==> config.mk <==
export PLATFORM = sky130hd
export DESIGN_NAME = wm_cycle_controller_flat
export DESIGN_NICKNAME = d
export VERILOG_FILES = /design/src/rtl/wm_cycle_controller_if.sv /design/src/rtl/wm_cycle_controller.sv /design/src/flat_wrapper.sv
export SDC_FILE = /design/constraint.sdc
export NUM_CORES = 1
export LEC_CHECK = 0
export BUFFER_PORTS_ARGS = -buffer_cell sky130_fd_sc_hd__buf_2
export CAP_MARGIN = 20
export CORE_MARGIN = 2
export CORE_UTILIZATION = 31
export CTS_BUF_LIST = sky130_fd_sc_hd__clkbuf_2 sky130_fd_sc_hd__clkbuf_4 sky130_fd_sc_hd__clkbuf_8
export DETAILED_ROUTE_END_ITERATION = 8
export SYNTH_ARGS = -nofsm -noshare
export SYNTH_HDL_FRONTEND = slang
export SYNTH_SLANG_ARGS = --single-unit
==> constraint.sdc <==
create_clock -name clock -period 2.1 [get_ports clock]
set_input_delay 0.42 -clock clock [delete_from_list [all_inputs] [get_ports clock]]
set_output_delay 0.42 -clock clock [all_outputs]
set_load 0.02 [all_outputs]
==> src/rtl/wm_cycle_controller_if.sv <==
// Front-panel inputs and motor/valve/status outputs of one washing-machine controller.
interface wm_cycle_controller_if #(
  parameter int unsigned TIMER_W = 8
);
  logic               lid;
  logic               coin;
  logic               cancel;
  logic               mode_1;
  logic               mode_2;
  logic               mode_3;
  logic               idle;
  logic               ready;
  logic               soak_operation;
  logic               wash_operation;
  logic               rinse_operation;
  logic               spin_operation;
  logic               water_intake;
  logic               coin_return;
  logic               paused;
  logic               done;
  logic [TIMER_W-1:0] remaining;

  modport master (
    output lid, coin, cancel, mode_1, mode_2, mode_3,
    input  idle, ready, soak_operation, wash_operation, rinse_operation,
           spin_operation, water_intake, coin_return, paused, done, remaining
  );

  modport slave (
    input  lid, coin, cancel, mode_1, mode_2, mode_3,
    output idle, ready, soak_operation, wash_operation, rinse_operation,
           spin_operation, water_intake, coin_return, paused, done, remaining
  );
endinterface

==> src/rtl/wm_cycle_controller.sv <==
// Coin-operated washing-machine sequencer: per-phase down-counter, lid pause,
// rinse repetition, mode-dependent entry, drain-on-cancel and change return.
module wm_cycle_controller #(
  parameter int unsigned TIMER_W       = 8,
  parameter int unsigned SOAK_CYCLES   = 16,
  parameter int unsigned WASH_CYCLES   = 32,
  parameter int unsigned RINSE_CYCLES  = 16,
  parameter int unsigned SPIN_CYCLES   = 8,
  parameter int unsigned FILL_CYCLES   = 4,
  parameter int unsigned RINSE_REPEATS = 2
) (
  input  logic                 clock,
  input  logic                 reset_n,
  wm_cycle_controller_if.slave bus
);

  localparam int unsigned CNT_W = (RINSE_REPEATS > 1) ? $clog2(RINSE_REPEATS) : 1;

  localparam logic [TIMER_W-1:0] SOAK_LOAD  = TIMER_W'(SOAK_CYCLES - 1);
  localparam logic [TIMER_W-1:0] WASH_LOAD  = TIMER_W'(WASH_CYCLES - 1);
  localparam logic [TIMER_W-1:0] RINSE_LOAD = TIMER_W'(RINSE_CYCLES - 1);
  localparam logic [TIMER_W-1:0] SPIN_LOAD  = TIMER_W'(SPIN_CYCLES - 1);
  localparam logic [CNT_W-1:0]   RINSE_MORE = CNT_W'(RINSE_REPEATS - 1);

  typedef enum logic [2:0] {
    S_IDLE, S_READY, S_SOAK, S_WASH, S_RINSE, S_SPIN
  } state_e;

  state_e             state_q, state_d;
  logic [TIMER_W-1:0] rem_q, rem_d;
  logic [CNT_W-1:0]   rinse_left_q, rinse_left_d;
  logic               aborted_q, aborted_d;
  logic               coin_ret_q, coin_ret_d;
  logic               done_q, done_d;

  always_ff @(posedge clock or negedge reset_n) begin
    if (!reset_n) begin
      state_q      <= S_IDLE;
      rem_q        <= '0;
      rinse_left_q <= '0;
      aborted_q    <= 1'b0;
      coin_ret_q   <= 1'b0;
      done_q       <= 1'b0;
    end else begin
      state_q      <= state_d;
      rem_q        <= rem_d;
      rinse_left_q <= rinse_left_d;
      aborted_q    <= aborted_d;
      coin_ret_q   <= coin_ret_d;
      done_q       <= done_d;
    end
  end

  always_comb begin
    state_d      = state_q;
    rem_d        = rem_q;
    rinse_left_d = rinse_left_q;
    aborted_d    = aborted_q;
    coin_ret_d   = 1'b0;
    done_d       = 1'b0;
    case (state_q)
      S_IDLE: begin
        if (bus.coin) state_d = S_READY;
      end
      S_READY: begin
        // cancel and coin in the same clock still refund only once
        coin_ret_d = bus.coin | bus.cancel;
        if (bus.cancel) begin
          state_d = S_IDLE;
        end else if (!bus.lid) begin
          if (bus.mode_1) begin
            state_d   = S_SOAK;
            rem_d     = SOAK_LOAD;
            aborted_d = 1'b0;
          end else if (bus.mode_2) begin
            state_d   = S_WASH;
            rem_d     = WASH_LOAD;
            aborted_d = 1'b0;
          end else if (bus.mode_3) begin
            state_d      = S_RINSE;
            rem_d        = RINSE_LOAD;
            rinse_left_d = '0;
            aborted_d    = 1'b0;
          end
        end
      end
      S_SOAK, S_WASH, S_RINSE: begin
        coin_ret_d = bus.coin;
        if (bus.cancel) begin
          state_d   = S_SPIN;
          rem_d     = SPIN_LOAD;
          aborted_d = 1'b1;
        end else if (!bus.lid) begin
          if (rem_q != '0) begin
            rem_d = rem_q - TIMER_W'(1);
          end else if (state_q == S_SOAK) begin
            state_d = S_WASH;
            rem_d   = WASH_LOAD;
          end else if (state_q == S_WASH) begin
            state_d      = S_RINSE;
            rem_d        = RINSE_LOAD;
            rinse_left_d = RINSE_MORE;
          end else if (rinse_left_q != '0) begin
            rem_d        = RINSE_LOAD;
            rinse_left_d = rinse_left_q - CNT_W'(1);
          end else begin
            state_d = S_SPIN;
            rem_d   = SPIN_LOAD;
          end
        end
      end
      S_SPIN: begin
        coin_ret_d = bus.coin;
        if (!bus.lid) begin
          if (rem_q != '0) begin
            rem_d = rem_q - TIMER_W'(1);
          end else begin
            state_d      = S_IDLE;
            done_d       = !aborted_q;
            aborted_d    = 1'b0;
            rinse_left_d = '0;
          end
        end
      end
      default: begin
        state_d = S_IDLE;
        rem_d   = '0;
      end
    endcase
  end

  logic phase_active;
  logic fill_soak, fill_wash, fill_rinse;

  // Fill while fewer than FILL_CYCLES unpaused clocks have elapsed in the pass.
  assign fill_soak  = (32'(rem_q) + FILL_CYCLES) >= SOAK_CYCLES;
  assign fill_wash  = (32'(rem_q) + FILL_CYCLES) >= WASH_CYCLES;
  assign fill_rinse = (32'(rem_q) + FILL_CYCLES) >= RINSE_CYCLES;

  assign phase_active = (state_q == S_SOAK) || (state_q == S_WASH) ||
                        (state_q == S_RINSE) || (state_q == S_SPIN);

  assign bus.idle            = (state_q == S_IDLE);
  assign bus.ready           = (state_q == S_READY);
  assign bus.soak_operation  = (state_q == S_SOAK);
  assign bus.wash_operation  = (state_q == S_WASH);
  assign bus.rinse_operation = (state_q == S_RINSE);
  assign bus.spin_operation  = (state_q == S_SPIN);
  assign bus.paused          = phase_active & bus.lid;
  assign bus.water_intake    = !bus.lid &&
                               (((state_q == S_SOAK)  && fill_soak) ||
                                ((state_q == S_WASH)  && fill_wash) ||
                                ((state_q == S_RINSE) && fill_rinse));
  assign bus.coin_return     = coin_ret_q;
  assign bus.done            = done_q;
  assign bus.remaining       = rem_q;

endmodule

==> src/flat_wrapper.sv <==
// flat-port wrapper written by rule: the top's interface ports become plain ports
module wm_cycle_controller_flat 
#(
  parameter int unsigned TIMER_W       = 8,
  parameter int unsigned SOAK_CYCLES   = 16,
  parameter int unsigned WASH_CYCLES   = 32,
  parameter int unsigned RINSE_CYCLES  = 16,
  parameter int unsigned SPIN_CYCLES   = 8,
  parameter int unsigned FILL_CYCLES   = 4,
  parameter int unsigned RINSE_REPEATS = 2
)
  (clock, reset_n, bus_lid, bus_coin, bus_cancel, bus_mode_1, bus_mode_2, bus_mode_3, bus_idle, bus_ready, bus_soak_operation, bus_wash_operation, bus_rinse_operation, bus_spin_operation, bus_water_intake, bus_coin_return, bus_paused, bus_done, bus_remaining);
  wm_cycle_controller_if #(.TIMER_W(TIMER_W)) bus_i ();
  input  logic clock;
  input  logic reset_n;
  input wire logic [$bits(bus_i.lid)-1:0] bus_lid;
  input wire logic [$bits(bus_i.coin)-1:0] bus_coin;
  input wire logic [$bits(bus_i.cancel)-1:0] bus_cancel;
  input wire logic [$bits(bus_i.mode_1)-1:0] bus_mode_1;
  input wire logic [$bits(bus_i.mode_2)-1:0] bus_mode_2;
  input wire logic [$bits(bus_i.mode_3)-1:0] bus_mode_3;
  output wire logic [$bits(bus_i.idle)-1:0] bus_idle;
  output wire logic [$bits(bus_i.ready)-1:0] bus_ready;
  output wire logic [$bits(bus_i.soak_operation)-1:0] bus_soak_operation;
  output wire logic [$bits(bus_i.wash_operation)-1:0] bus_wash_operation;
  output wire logic [$bits(bus_i.rinse_operation)-1:0] bus_rinse_operation;
  output wire logic [$bits(bus_i.spin_operation)-1:0] bus_spin_operation;
  output wire logic [$bits(bus_i.water_intake)-1:0] bus_water_intake;
  output wire logic [$bits(bus_i.coin_return)-1:0] bus_coin_return;
  output wire logic [$bits(bus_i.paused)-1:0] bus_paused;
  output wire logic [$bits(bus_i.done)-1:0] bus_done;
  output wire logic [$bits(bus_i.remaining)-1:0] bus_remaining;
  assign bus_i.lid = bus_lid;
  assign bus_i.coin = bus_coin;
  assign bus_i.cancel = bus_cancel;
  assign bus_i.mode_1 = bus_mode_1;
  assign bus_i.mode_2 = bus_mode_2;
  assign bus_i.mode_3 = bus_mode_3;
  assign bus_idle = bus_i.idle;
  assign bus_ready = bus_i.ready;
  assign bus_soak_operation = bus_i.soak_operation;
  assign bus_wash_operation = bus_i.wash_operation;
  assign bus_rinse_operation = bus_i.rinse_operation;
  assign bus_spin_operation = bus_i.spin_operation;
  assign bus_water_intake = bus_i.water_intake;
  assign bus_coin_return = bus_i.coin_return;
  assign bus_paused = bus_i.paused;
  assign bus_done = bus_i.done;
  assign bus_remaining = bus_i.remaining;
  wm_cycle_controller #(.TIMER_W(TIMER_W), .SOAK_CYCLES(SOAK_CYCLES), .WASH_CYCLES(WASH_CYCLES), .RINSE_CYCLES(RINSE_CYCLES), .SPIN_CYCLES(SPIN_CYCLES), .FILL_CYCLES(FILL_CYCLES), .RINSE_REPEATS(RINSE_REPEATS)) u_core (.clock(clock), .reset_n(reset_n), .bus(bus_i));
endmodule
==> impl_metrics.ini <==
[global_route]
grtUsageTotal = 0.171
globalRouteMet3Util = 0.0329
grt_pass1_vias = 1193
top_usage_layer = met2
grt_use_met1 = 0.227
use_met2 = 0.277
antenna_found_initial = 0
grt_pass1_wl_um = 5860
grt-ovfl-total = 0
grt_max_degree = 16

[setup_path]
worstRegToRegCells = 6
start_kind = flip-flop
worstPathMaxFanout = 11
cp_slowest_stage_delay_ns = 0.39
path_class = reg2out
crit_slowest_cell = dfrtp_1
cp.arrival_ns = 1.61
crit_chain = buf_4 > buf_4 > xnor2_1 > buf_4 > nor2b_1 > buf_2
reg2reg_slack_ns = 0.14
required_ns = 1.68
cp-end-kind = primary output
rr_endpoint = u_core.bus.remaining[5]$_DFFE_PN0P_
cp_common_cell = buf_4
reg2reg_from = u_core.state_q[1]$_DFFE_PN0P_

[placed_design]
place_area_mm2 = 0.00153
io_buffers = 25
place.gp.congestion = 0.893
hpwl_um = 2870

[clocking]
clock_path_buffers = 2
cts.sinks = 15
clock-root-buffer = clkbuf_8
post_cts_resized = 2
cts_buffers = 3
cts_hold_buf = 0
clock_latency_ns = 0.25
cts_setup_buffers = 0
cts_tree = done
htreeDepth = 1
clk_pin_slew_worst_paths_ns = 0.07

[sta]
finalSetupViolations = 0
worstMarginPinSlew_ns = 0.401
hold_ws_ns = 0.0659
setup_tns_ns = 0
period_needed_ns = 2.03
fin_crit_sh = 0.966
relSlewSlack = 0.726
hold_viol = 0
skew_ns = 0.00213
max_freq_ghz = 0.493
slew_violations = 0

[finish]
drive_gt1_frac = 0.351
nNetsFinal = 199
area_growth_syn_to_layout_pct = 26.7
finalInstanceArea_mm2 = 0.00161
diodes = 0

[job]
cap_viol_max_count = 0

[pwr]
clkPwrFrac = 0.101
power_frac_seq = 0.196
p_per_area_mw_per_mm2 = 1590
peakVddDrop_mv = 0.682
intPower_mw = 1.29
p_comb_frac = 0.703
p_switching_mw = 1.28
switching_share = 0.498
power.leakage_nw = 0.712

[synth]
yosysMostFrequentCell = dfrtp_1
yosys-top-cells-area = dfrtp_1 29%, a21oi_1 4.7%, o31ai_1 4.1%
synth.distinct_cells = 52
synth_top_area_share = 0.295
netlist_area_mm2 = 0.00127
syn-num-nets = 163
synth_flop_cell = dfrtp_1
synth_edf_count = 0
syn_inst = 153
ys_async_sr_fraction = 1.00
synth_commonest_cells = 15 x dfrtp_1, 13 x nor2_1, 12 x a21oi_1
ys_seq_elements = 15
synth_area_per_cell_um2 = 8.32
synth_warnings = 0
yosysTopAreaCell = dfrtp_1
ys_seq_area_frac = 0.295

[floorplanning]
die_w_um = 68.1
rows = 23
coreArea_mm2 = 0.00397
initial_core_util = 0.320
die_y_um = 68.1
dieArea_mm2 = 0.00463
ios = 26

[detailed_routing]
viasPerCell = 5.53
ant_nets = 0
wl_per_cell_um = 15.6
routed_wl_um = 3700
drt_iter0_markers = 98
via_count = 1317
drcViolationCount = 0
dr.pass1.iters = 4

[worst_hold_path]
worstHoldPathType = in2async

[status]
status = finished clean
area by class of cell:
class / count / area (um^2)
Fill cell: 417 / 2360
Multi-Input combinational cell: 122 / 855
Sequential cell: 15 / 377
Timing Repair Buffer: 41 / 248
Tap cell: 50 / 62.6
Clock buffer: 4 / 48.8
Inverter: 6 / 22.5
layout by cell type (no fill, tap or decap), types with 2 or more instances in the layout:
cell type	count
o31ai_1	7
nand2b_1	3
clkbuf_8	3
nor4_1	6
a21boi_0	3
buf_4	17
nor2_1	12
nand3_2	2
nor3_1	2
or2_2	3
nor3b_1	3
buf_2	24
nand2_1	10
o211ai_1	2
nor2b_2	2
a21o_1	3
dfrtp_1	14
o22ai_1	3
a31oi_1	2
and2_1	2
nand3b_1	3
ha_1	2
nor2b_1	3
xnor2_1	3
a21oi_1	12
inv_1	5
o21ai_1	4
o2bb2ai_1	3
worst max-delay path by stage:
stage / depth (start not counted) / to / startpoint / slack (ns)
after global routing: 6 / u_core.bus.remaining[6]$_DFFE_PN0P_ / u_core.state_q[1]$_DFFE_PN0P_ / -0.0004
after global placement: 7 / u_core.state_q[0]$_DFFE_PN0P_ / u_core.bus.remaining[0]$_DFFE_PN0P_ / 0.11
after CTS: 5 / bus_water_intake / u_core.state_q[0]$_DFFE_PN0P_ / 0.003
final: 6 / bus_paused / u_core.state_q[2]$_DFFE_PN0P_ / 0.07
after detailed placement: 7 / u_core.rinse_left_q$_DFFE_PN0P_ / u_core.bus.remaining[0]$_DFFE_PN0P_ / 0.10
after floorplan: 7 / u_core.state_q[0]$_DFFE_PN0P_ / u_core.bus.remaining[0]$_DFFE_PN0P_ / 0.09
power by group through the flow:
stage	registers [mW]	clock network [mW]	logic, mW
after detailed placement	0.505	0	1.75
after CTS	0.500	0.261	1.77
after floorplan	0.560	0	1.18
final	0.503	0.259	1.80
after global routing	0.521	0.277	1.97
after global placement	0.502	0	1.76
critical path: cells and delay by family (launching register included):
family | cells | cell delay [ns]
buffers and inverters | 4 | 0.69
flip-flops | 1 | 0.39
AND/OR/NAND/NOR | 1 | 0.04
XOR/XNOR | 1 | 0.24
sequential cells by signal, summed over array words and instances (netlist names):
name,cells
u_core.bus.remaining,8
u_core.rinse_left_q,1
u_core.state_q,3
u_core.aborted_q,1
u_core.bus.done,1
u_core.bus.coin_return,1
cells by family (layout without fill, tap and decap cells):
| kind of cell | Yosys count | after routing | share of synthesized area |
|---|---|---|---|
| xor+xnor | 3 | 3 | 0.0207 |
| flops | 15 | 15 | 0.295 |
| buf+inv | 16 | 51 | 0.0590 |
| mux | 2 | 2 | 0.0167 |
| simple gates | 66 | 66 | 0.317 |
| compound gates | 49 | 49 | 0.272 |
| fa+ha+maj | 2 | 2 | 0.0197 |
per-stage QoR:
step,total power [mW],utilization,instances,setup WS (ns)
3_5_place_dp,2.25,0.386,234,0.101
4_1_cts,2.53,0.399,238,0.00309
3_3_place_gp,2.26,0.386,234,0.113
6_report,2.57,0.406,238,0.0716
2_1_floorplan,1.74,-,153,0.0930
5_1_grt,2.77,0.406,238,-0.000379
layer usage:
layer	up-vias	wire, um
li1	642	-
met1	613	1700
met2	55	1670
met3	7	259
met4	0	70
met5	-	0
No activity file was read; power rests on OpenSTA's default activity.
